[src/rtl/fetch_unit.sv]
// Instruction fetch unit: program counter, instruction register and fetch counter.
// Optional self-jump halt detection is enabled by defining HALT_DETECT_EN.
module fetch_unit (
  input  logic        clk,
  input  logic        resetBar,
  input  logic [7:0]  dbus,
  input  logic        loadBarIR,
  input  logic        doJump,
  output logic [7:0]  pc,
  output logic [7:0]  ir,
  output logic [7:0]  instrAddr,
  output logic [15:0] instrCount,
  output logic        halted
);

  localparam int unsigned ADDR_W  = 8;
  localparam int unsigned COUNT_W = 16;

  typedef enum logic {RUN, HALT} state_t;

  state_t               state, state_nxt;
  logic [ADDR_W-1:0]    pc_nxt, ir_nxt, addr_nxt;
  logic [COUNT_W-1:0]   count_nxt;
  logic                 halted_nxt;

  // State and output registers; reset overrides everything, including HALT.
  always_ff @(posedge clk) begin
    if (!resetBar) begin
      state      <= RUN;
      pc         <= '0;
      ir         <= '0;
      instrAddr  <= '0;
      instrCount <= '0;
      halted     <= 1'b0;
    end else begin
      state      <= state_nxt;
      pc         <= pc_nxt;
      ir         <= ir_nxt;
      instrAddr  <= addr_nxt;
      instrCount <= count_nxt;
      halted     <= halted_nxt;
    end
  end

  // Next-state and next-output logic; HALT simply holds every register.
  always_comb begin
    state_nxt  = state;
    pc_nxt     = pc;
    ir_nxt     = ir;
    addr_nxt   = instrAddr;
    count_nxt  = instrCount;
    halted_nxt = 1'b0;
    case (state)
      RUN: begin
        pc_nxt = doJump ? dbus : pc + ADDR_W'(1);
        if (!loadBarIR) begin
          ir_nxt    = dbus;
          addr_nxt  = pc;
          count_nxt = instrCount + COUNT_W'(1);
        end
`ifdef HALT_DETECT_EN
        // A jump back to the address of the current instruction never progresses.
        if (doJump && (dbus == instrAddr)) begin
          state_nxt  = HALT;
          halted_nxt = 1'b1;
        end
`endif
      end
      HALT: begin
`ifdef HALT_DETECT_EN
        halted_nxt = 1'b1;
`else
        state_nxt  = RUN;
`endif
      end
      default: state_nxt = RUN;
    endcase
  end

endmodule

[config.mk]
export PLATFORM = sky130hd
export DESIGN_NAME = fetch_unit
export DESIGN_NICKNAME = d
export VERILOG_FILES = /design/src/rtl/fetch_unit.sv
export SDC_FILE = /design/constraint.sdc
export NUM_CORES = 1
export LEC_CHECK = 0
export CORE_ASPECT_RATIO = 0.8
export CORE_MARGIN = 4
export CORE_UTILIZATION = 46
export DETAILED_ROUTE_END_ITERATION = 12
export PLACE_DENSITY = 0.76
export SETUP_SLACK_MARGIN = 0.2
export SYNTH_ARGS = -nofsm -noshare
export SYNTH_HDL_FRONTEND = slang
export SYNTH_SLANG_ARGS = --single-unit
[constraint.sdc]
create_clock -name clk -period 1.6 [get_ports clk]
set_input_delay 0.32 -clock clk [delete_from_list [all_inputs] [get_ports clk]]
set_output_delay 0.32 -clock clk [all_outputs]
set_load 0.005 [all_outputs]
==> metrics.txt, run 1 <==
Vias=1506; cells on worst reg2reg path=5; worst min path class=register to register; Pleak=1.35 nW; die area=4900 um2; crit path kind=register to register; core area=3570 um2; htree depth=2; GP Congestion=0.744; clock insertion delay at the later pin of the skew report=280 ps; FFs w/ async S/R, synth=0%; PwrDens=800 nW/um2; Pint=1.64 mW; Synth area leader=dfxtp_1; Synth top area share=45.4%; drt pass-1 iters=4; initial DRC count=112; Final Slew Violations=0; wire per inst=15.3 um; Num CTS Buffers=5; Syn Nets=190; Synth Register Bits=40; net switching power figure=473 uW; synth warn=0; CP required=1780 ps; Logic pwr share=12.1%; cell with the most instances after synthesis=dfxtp_1; die height=63.4 um; WHS Path Cells=2; XOR/XNOR share of the synthesized area=8.93%; CTS tree=yes; Root Buffer Master=clkbuf_8; first-pass GRT wire length=7440 um; Final Critical Period=1400 ps; synthesized instance count=176; Detail Placement HPWL=2910 um; FMAX=714 MHz; WL final=4450 um; post-synthesis mux area share=10.8%; Die W=77.3 um; RSZ-0062 raised after global routing=false; area of the mapped netlist=1770 um2; VDD IR-drop max=0.582 mV; Tcrit/Tclk final=87.6%; DP Worst Slack=-220 ps; synthesized area per cell=10.0 um2; Layout Skew=7.36 ps; top cells by area, synth=dfxtp_1 (45%), mux2i_1 (11%), xor2_1 (6.4%); clock power share=37.9%; synthesis-to-layout area growth=49.2%; Max Cap Violations=0; Worst Path Max Fanout=7; CTS sink count=40; drc violations=0; Setup-failing EPs final=0; final antenna-violating net count=0; Post-Synth Adder-Cell Area=1.42%; Post-synth EDFFs=0; Post-synth top cells=dfxtp_1 (40), mux2i_1 (19), nor2b_1 (18); sw frac=22.4%; initial antenna violation count=0; clock transition at the registers of the reported paths=80 ps; pin count of the biggest net entering global routing=42; fin worst setup slack=199 ps; io pins=53; post-synthesis sequential area ratio=45.4%; clk buf depth=2; outcome=finished clean; post-synthesis compound-gate area fraction=4.82%; nets=262; hold slack=470 ps; Distinct cells, synth=32; PortBufs=51; critical path endpoint category=register; worst endpoint data arrival time=1580 ps; setup TNS=0 ps; via/cell ratio=5.18; initial core utilization=49.5%; Fin. Hold Viols=0; Top FF cell, synth=dfxtp_1; post-synthesis simple-gate area fraction=25.0%; Reg power frac=50.0%; # rows=19; grt total ovfl=0; startpoint class of the critical path=register; ANT cells=0; largest family of logic cells by synthesized area=simple AND/OR/NAND/NOR gates; number of global-route vias before repair=1604; share of layout cells above drive strength 1=25.7%; All-Layer GR Usage=18.9%
[cell type report]
cell class	count	area, um2
clock buffer	6	72.6
fill	267	932
tap	42	52.6
sequential	40	855
timing repair buffer	72	637
multi-input combinational	125	967
inverter	4	15.0
clock inverter	2	35.0
[sequential cells by signal, indices dropped and copies added, names as in the netlist]
register / count
instrAddr: 8
pc: 8
instrCount: 16
ir: 8
[logic make-up after synthesis]
group	Yosys count
compound gates	16
xor+xnor	18
fa+ha+maj	2
buf+inv	12
flops	40
mux	19
other cells	1
simple gates	68
[final timing paths]
kind,slack [ps],startpoint,end
worst min register to register,470,instrCount[15]$_SDFFE_PN0N_,instrCount[15]$_SDFFE_PN0N_
worst max register to register,200,instrCount[1]$_SDFFE_PN0N_,instrCount[12]$_SDFFE_PN0N_
worst max-delay path,200,instrCount[1]$_SDFFE_PN0N_,instrCount[12]$_SDFFE_PN0N_
worst min-delay path,470,instrCount[15]$_SDFFE_PN0N_,instrCount[15]$_SDFFE_PN0N_
[through the flow]
| stage | instance area, um2 | power, mW | std cells | utilization, % |
|---|---|---|---|---|
| after floorplan | 1770 | 1.20 | 176 | - |
| after global placement | 2360 | 1.35 | 270 | 66.2 |
| after detailed placement | 2360 | 1.36 | 270 | 66.2 |
| after CTS | 2590 | 2.13 | 290 | 72.7 |
| after global routing | 2630 | 2.21 | 291 | 73.9 |
| final | 2630 | 2.11 | 291 | 73.9 |
[power by group through the flow]
stage	logic, mW	clock network [mW]	registers, mW
floorplan	0.102	0	1.10
global placement	0.259	0	1.09
detailed placement	0.265	0	1.09
CTS	0.257	0.818	1.06
global route	0.279	0.869	1.06
finish	0.255	0.799	1.05
[worst max-delay path: stages (launching register included)]
cell and delay (ps):
dfxtp_2 350, ha_2 210, nand3b_4 120, nor4_2 340
xor2_1 110, and2_1 170
[repair_timing]
action                     4_1_cts  5_1_grt
setup endpoints to repair       49       10
resized for setup               76        7
pin swaps                        0        2
cloned                           0        1
hold buffers                     0        0
buffers inserted                12        0
[layer usage]
layer / vias to the layer above / routed length [um] / GRT usage [%]
met5: - / 0 / 0
met4: 0 / 55 / 6.44
met3: 6 / 247 / 5.41
met2: 54 / 2240 / 33.7
met1: 711 / 1910 / 21.6
li1: 735 / - / -
[cell usage in the layout (no fill, tap or decap), types with 9 or more instances in the layout]
master / synthesis / final
o21ai_0: 9 / 9
dlygate4sd2_1: 0 / 39
and2_1: 14 / 14
dfxtp_1: 40 / 15
buf_4: 2 / 20
dfxtp_2: 0 / 16
xor2_1: 13 / 13
nor2b_1: 18 / 18
dfxtp_4: 0 / 9
clkdlybuf4s50_1: 0 / 10
mux2i_1: 19 / 19
No activity file was read; power rests on OpenSTA's default activity.
==> inputs of run 2 (changes only) <==
--- a/config.mk
+++ b/config.mk
@@ -5,11 +5,13 @@
 export SDC_FILE = /design/constraint.sdc
 export NUM_CORES = 1
 export LEC_CHECK = 0
+export CELL_PAD_IN_SITES_DETAIL_PLACEMENT = 0
+export CELL_PAD_IN_SITES_GLOBAL_PLACEMENT = 2
 export CORE_ASPECT_RATIO = 0.8
 export CORE_MARGIN = 4
-export CORE_UTILIZATION = 46
+export CORE_UTILIZATION = 28
 export DETAILED_ROUTE_END_ITERATION = 12
-export PLACE_DENSITY = 0.76
+export PLACE_DENSITY = 0.77
 export SETUP_SLACK_MARGIN = 0.2
 export SYNTH_ARGS = -nofsm -noshare
 export SYNTH_HDL_FRONTEND = slang
==> run 2 against run 1 <==
  * Clock power is 22% lower
  * Count of clock-buffer cells in the layout did not move
  * Combinational power decreased by 3%
  * Maximum frequency grew 3.3%
  * Routed wire length down 5.4%
  * Global-route usage decreased by 7.7 points
  * Sequential share of layout area hardly changed
  * Via count is 5.9% lower
==> metrics.txt, run 2 (synthesis results as in run 1) <==
initial antenna violation count=0 (unchanged); crit path kind=register to primary output; initial core utilization=29.4% (-20 points); final antenna-violating net count=0 (unchanged); CTS tree=yes; wire per inst=12.8 um (-16%); Layout Skew=8.28 ps (+0.924 ps); pin count of the biggest net entering global routing=42 (unchanged); Worst path slowest cell=dfxtp_2; ANT cells=0 (unchanged); die area=7650 um2 (+56%); critical path endpoint category=primary output; Critical path buffers and inverters=2 (+2); nets=262 (unchanged); clk buf depth=2 (unchanged); max reg flops=16 (unchanged); initial DRC count=32 (-71%); Vias=1417 (-5.9%); fin worst setup slack=244 ps (+45.0 ps); clock transition at the registers of the reported paths=70 ps (about the same); GP Congestion=0.672 (-9.6%); most common cell after layout, fill and taps aside=dlygate4sd2_1; Biggest register=instrCount; Final Critical Period=1360 ps (-45.0 ps); worst endpoint data arrival time=1040 ps (-540 ps); PortBufs=51 (unchanged); io pins=53 (unchanged); Max stage delay on crit path=340 ps (about the same); RSZ-0062 raised after global routing=false; share of layout cells above drive strength 1=26.2% (+0.51 points); CP top delay family=buffers and inverters; CTS sink count=40 (unchanged); number of global-route vias before repair=1326 (-17%); DP Worst Slack=-185 ps (+34.5 ps); Tcrit/Tclk final=84.8% (-2.8 points); Fin. Hold Viols=0 (unchanged); first-pass GRT wire length=6870 um (-7.7%); Pleak=1.34 nW (-1.2%); Worst Path Max Fanout=3 (-4); synthesis-to-layout area growth=51.4%; CP required=1280 ps (-500 ps); drc violations=0 (unchanged); via/cell ratio=4.31 (-17%); Max Cap Violations=0 (unchanged); WL final=4210 um (-5.4%); outcome=finished clean; FMAX=737 MHz (+3.3%); Root Buffer Master=clkbuf_8; Num CTS Buffers=5 (unchanged); Die W=96.8 um (+25%); worst min path class=register to register; VDD IR-drop max=0.357 mV (-39%); core area=6010 um2 (+68%); clock insertion delay at the later pin of the skew report=290 ps (about the same); Final Slew Violations=0 (unchanged); All-Layer GR Usage=11.3% (-7.7 points); startpoint class of the critical path=register; Setup-failing EPs final=0 (unchanged); die height=79.0 um (+25%); htree depth=2 (unchanged); Design Power=1.93 mW (-8.6%); worst-path cell chain=buf_4, dlygate4sd2_1; drt pass-1 iters=4 (unchanged); most frequent cells in the layout=dlygate4sd2_1 (39), buf_4 (21), mux2i_1 (19); # rows=25 (+6); Detail Placement HPWL=2870 um (-1.4%); PwrDens=721 nW/um2 (-9.9%); grt total ovfl=0 (unchanged)
[run 2: changes by cell type in the layout (fill, tap and decap cells not counted), sizes merged]
cell | previous run | this run
buf | 21 | 22
bufinv | 1 | 0
clkdlybuf4s50 | 10 | 11
nand3 | 8 | 7
dlymetal6s2s | 2 | 1
[run 2: path summary, 6_finish.rpt]
path	startpoint	to	slack [ps]	cells past startpoint
setup / recovery	instrCount[0]$_SDFFE_PN0N_	instrCount[0]	240	2
hold / removal	instrCount[15]$_SDFFE_PN0N_	instrCount[15]$_SDFFE_PN0N_	470	2
hold reg to reg	instrCount[15]$_SDFFE_PN0N_	instrCount[15]$_SDFFE_PN0N_	470	2
setup reg to reg	instrCount[8]$_SDFFE_PN0N_	instrCount[13]$_SDFFE_PN0N_	260	5
[run 2: repair_timing]
action                     in CTS  in global routing
setup buffers                  10                  3
pin swaps                       0                  1
setup endpoints to repair      44                  4
resized for setup              81                  8
hold buffers                    0                  0
[run 2: report_power, final]
group / switching (mW) / leakage, nW / internal (mW)
Combinational: 0.103 / 0.955 / 0.145
Sequential: 0.0309 / 0.342 / 1.02
Clock: 0.328 / 0.0410 / 0.296
Total: 0.462 / 1.34 / 1.47
[run 2: through the flow]
stage / cells / TNS, ps / area [um2] / hold WS (ps) / util [%]
2_1_floorplan: 176 / 0 / 1770 / 462 / -
5_1_grt: 329 / 0 / 2670 / 522 / 44.5
3_3_place_gp: 309 / -1030 / 2410 / 456 / 40.1
3_5_place_dp: 309 / -1180 / 2410 / 470 / 40.1
4_1_cts: 326 / 0 / 2600 / 468 / 43.3
6_report: 329 / 0 / 2670 / 467 / 44.5
[run 2: layer usage]
layer / track usage, % / part of all wire (%) / wire length [um] / up-vias
met5: 0 / 0 / 0 / -
met4: 5.05 / 1.4 / 61 / 0
met3: 2.72 / 3.8 / 159 / 4
met2: 16.3 / 43 / 1790 / 31
met1: 15.8 / 52 / 2200 / 643
li1: - / - / - / 739
[run 2: final cells by class]
class / count / area, um2
clock buffer: 6 / 72.6
clock inverter: 1 / 5.00
fill: 621 / 3330
inverter: 4 / 15.0
multi-input combinational: 124 / 970
sequential: 40 / 867
tap: 81 / 101
timing repair buffer: 73 / 642
[run 2: tightest hold or removal path: cells and delay by family (launching register included)]
family	cells	cell delay [ps]
flops	1	330
simple gates	1	50
mux	1	50
==> inputs of run 3 (changes only) <==
==> constraint.sdc (replaced) <==
create_clock -name clk -period 1.3 [get_ports clk]
set_input_delay 0.26 -clock clk [delete_from_list [all_inputs] [get_ports clk]]
set_output_delay 0.26 -clock clk [all_outputs]
set_load 0.005 [all_outputs]
==> run 3 against run 2 <==
  * The run now ends with negative setup slack left
  * Clock power up 62%
  * Routed wire length up 9.3%
  * Worst setup slack worse by 300 ps
  * Combinational power up 73%
  * Sequential share of layout area down 3.2 points
  * Register-to-register slack worse by 320 ps
  * Via count up 9.2%
  * Power up 42%
  * Sequential power up 23%
  * Critical endpoint is now instrCount[8]$_SDFFE_PN0N_
==> metrics.txt, run 3 (synthesis results as in run 1) <==
outcome=complete, but fails checks; failing checks=negative setup slack; Reg power frac=47.5% (-7.3 points); net switching power figure=634 uW (+37%); Setup-failing EPs final=5 (+5); RSZ-0062 raised after global routing=true; Fin. Hold Viols=0 (unchanged); drc violations=0 (unchanged); htree depth=2 (unchanged); Layout Skew=7.94 ps (-0.347 ps); FMAX=735 MHz; Pint=2.11 mW (+44%); final core occ=49.8% (+5.3 points); worst min path class=primary input to register; Critical path buffers and inverters=2 (unchanged); Hold Buf Count CTS=0 (unchanged); clock power share=36.8% (+4.4 points); initial core utilization=29.4% (unchanged); Num CTS Buffers=5 (unchanged); number of global-route vias before repair=1560 (+18%); most frequent cells in the layout=buf_4 (33), dfxtp_2 (30), mux2i_1 (19); max reg flops=16 (unchanged); Detail Placement HPWL=3030 um (+5.8%); Max Cap Violations=0 (unchanged); nets=290 (+11%); Logic pwr share=15.7% (+2.9 points); setup TNS=-150 ps (-150 ps); initial antenna violation count=0 (unchanged); fill count=588 (-5.3%); Multi-input gate area=1020 um2 (+5.3%); GP Congestion=0.694 (+3.2%); final antenna-violating net count=0 (unchanged); hold slack=430 ps (-37.2 ps); Final Critical Period=1360 ps; core area=6010 um2 (unchanged); wire per inst=12.9 um (+0.48%); drt pass-1 iters=4 (unchanged); Layout Cells excl Fill=358 (+8.8%); CTS sink count=40 (unchanged); via/cell ratio=4.32 (+0.40%); most common cell after layout, fill and taps aside=buf_4; grt total ovfl=0 (unchanged); Worst Path Max Fanout=7 (+4); Root Buffer Master=clkbuf_8; Worst path slowest cell=dfxtp_4; fin worst setup slack=-61.1 ps (-305 ps); clk buf depth=2 (unchanged); die height=79.0 um (unchanged); worst endpoint data arrival time=1590 ps (+550 ps); sw frac=23.1% (-0.82 points); dpl cells=321 (+3.9%); synthesis-to-layout area growth=69.5%; Worst R2R Start=instrCount[1]$_SDFFE_PN0N_; PortBufs=51 (unchanged); All-Layer GR Usage=12.3% (+1.0 points); worst-path cell chain=buf_12, ha_4, nand3b_4, buf_6, nor3_4, xor2_1, and2_1; ANT cells=0 (unchanged); Seq. cell area=876 um2 (+1.0%); CP top delay family=simple AND/OR/NAND/NOR gates; Critical Path Start=instrCount[1]$_SDFFE_PN0N_; Biggest register=instrCount; Final Slew Violations=0 (unchanged); WL final=4600 um (+9.3%); clock transition at the registers of the reported paths=80 ps (about the same); Vias=1548 (+9.2%); share of layout cells above drive strength 1=55.2% (+29 points); VDD IR-drop max=0.516 mV (+44%); clock insertion delay at the later pin of the skew report=290 ps (about the same); io pins=53 (unchanged); Max stage delay on crit path=360 ps (+20 ps); CTS tree=yes; initial DRC count=43 (+34%); crit path kind=register to register; pin count of the biggest net entering global routing=42 (unchanged); PwrDens=915 nW/um2 (+27%); critical path endpoint category=register; startpoint class of the critical path=register; die area=7650 um2 (unchanged); first-pass GRT wire length=7610 um (+11%); # rows=25 (unchanged); Die W=96.8 um (unchanged); CP required=1530 ps (+250 ps); min-delay src=doJump; Tcrit/Tclk final=105%; Pleak=1.43 nW (+6.8%)
==> run 3: cell count changes in the layout (fill, tap and decap cells not counted), moves of 3 or more <==
| cell | delta |
|---|---|
| buf_2 | +14 |
| dfxtp_2 | +16 |
| buf_12 | +4 |
| buf_6 | +16 |
| buf_4 | +12 |
| dfxtp_4 | -3 |
| dfxtp_1 | -13 |
| clkdlybuf4s15_1 | +5 |
| dlygate4sd2_1 | -38 |
| clkbuf_2 | +16 |
==> run 3: metal layers <==
layer	up-vias	wire, um	part of all wire [%]	global-route usage (%)
li1	798	-	-	-
met1	714	2310	50	16.6
met2	32	2070	45	19.5
met3	4	186	4.0	3.07
met4	0	43	0.93	3.37
met5	-	0	0	0
==> run 3: power groups by stage <==
stage | clock, mW | sequential [mW] | combinational (mW)
4_1_cts | 1.04 | 1.30 | 0.424
3_3_place_gp | 0 | 1.35 | 0.349
5_1_grt | 1.08 | 1.31 | 0.469
2_1_floorplan | 0 | 1.35 | 0.128
6_report | 1.01 | 1.30 | 0.429
3_5_place_dp | 0 | 1.35 | 0.350
==> run 3: area by class of cell <==
| class | instances | share of cell area [%] |
|---|---|---|
| Sequential cell | 40 | 29.3 |
| Clock buffer | 6 | 2.42 |
| Tap cell | 81 | 3.39 |
| Inverter | 4 | 0.502 |
| Clock inverter | 2 | 1.17 |
| Timing Repair Buffer | 101 | 29.1 |
| Multi-Input combinational cell | 124 | 34.1 |
==> run 3: worst reg2reg max path: cells and delay by family (launching register included) <==
kind          cells  cell delay (ps)
simple gates      3              370
flops             1              360
buf+inv           2              250
fa+ha+maj         1              140
xor+xnor          1              180
==> run 3: final timing paths <==
check                           endpoint  slack [ps]  cells after the start
max reg2reg   instrCount[8]$_SDFFE_PN0N_         -60                      7
min                     pc[3]$_SDFF_PN0_         430                      4
max           instrCount[8]$_SDFFE_PN0N_         -60                      7
min reg2reg  instrCount[15]$_SDFFE_PN0N_         470                      2
==> run 3: timing repair <==
action | CTS | global route
setup buffers | 27 | 1
pin swaps | 12 | 13
cloned | 1 | 0
resized for setup | 176 | 37
endpoints found under the setup margin | 73 | 42
==> run 3: through the flow <==
step	power, mW	setup WS, ps	area [um2]
finish	2.74	-61.1	2990
global route	2.86	-127	2990
CTS	2.77	-30.8	3000
detailed placement	1.70	-348	2580
global placement	1.70	-347	2580
floorplan	1.48	78.9	1820
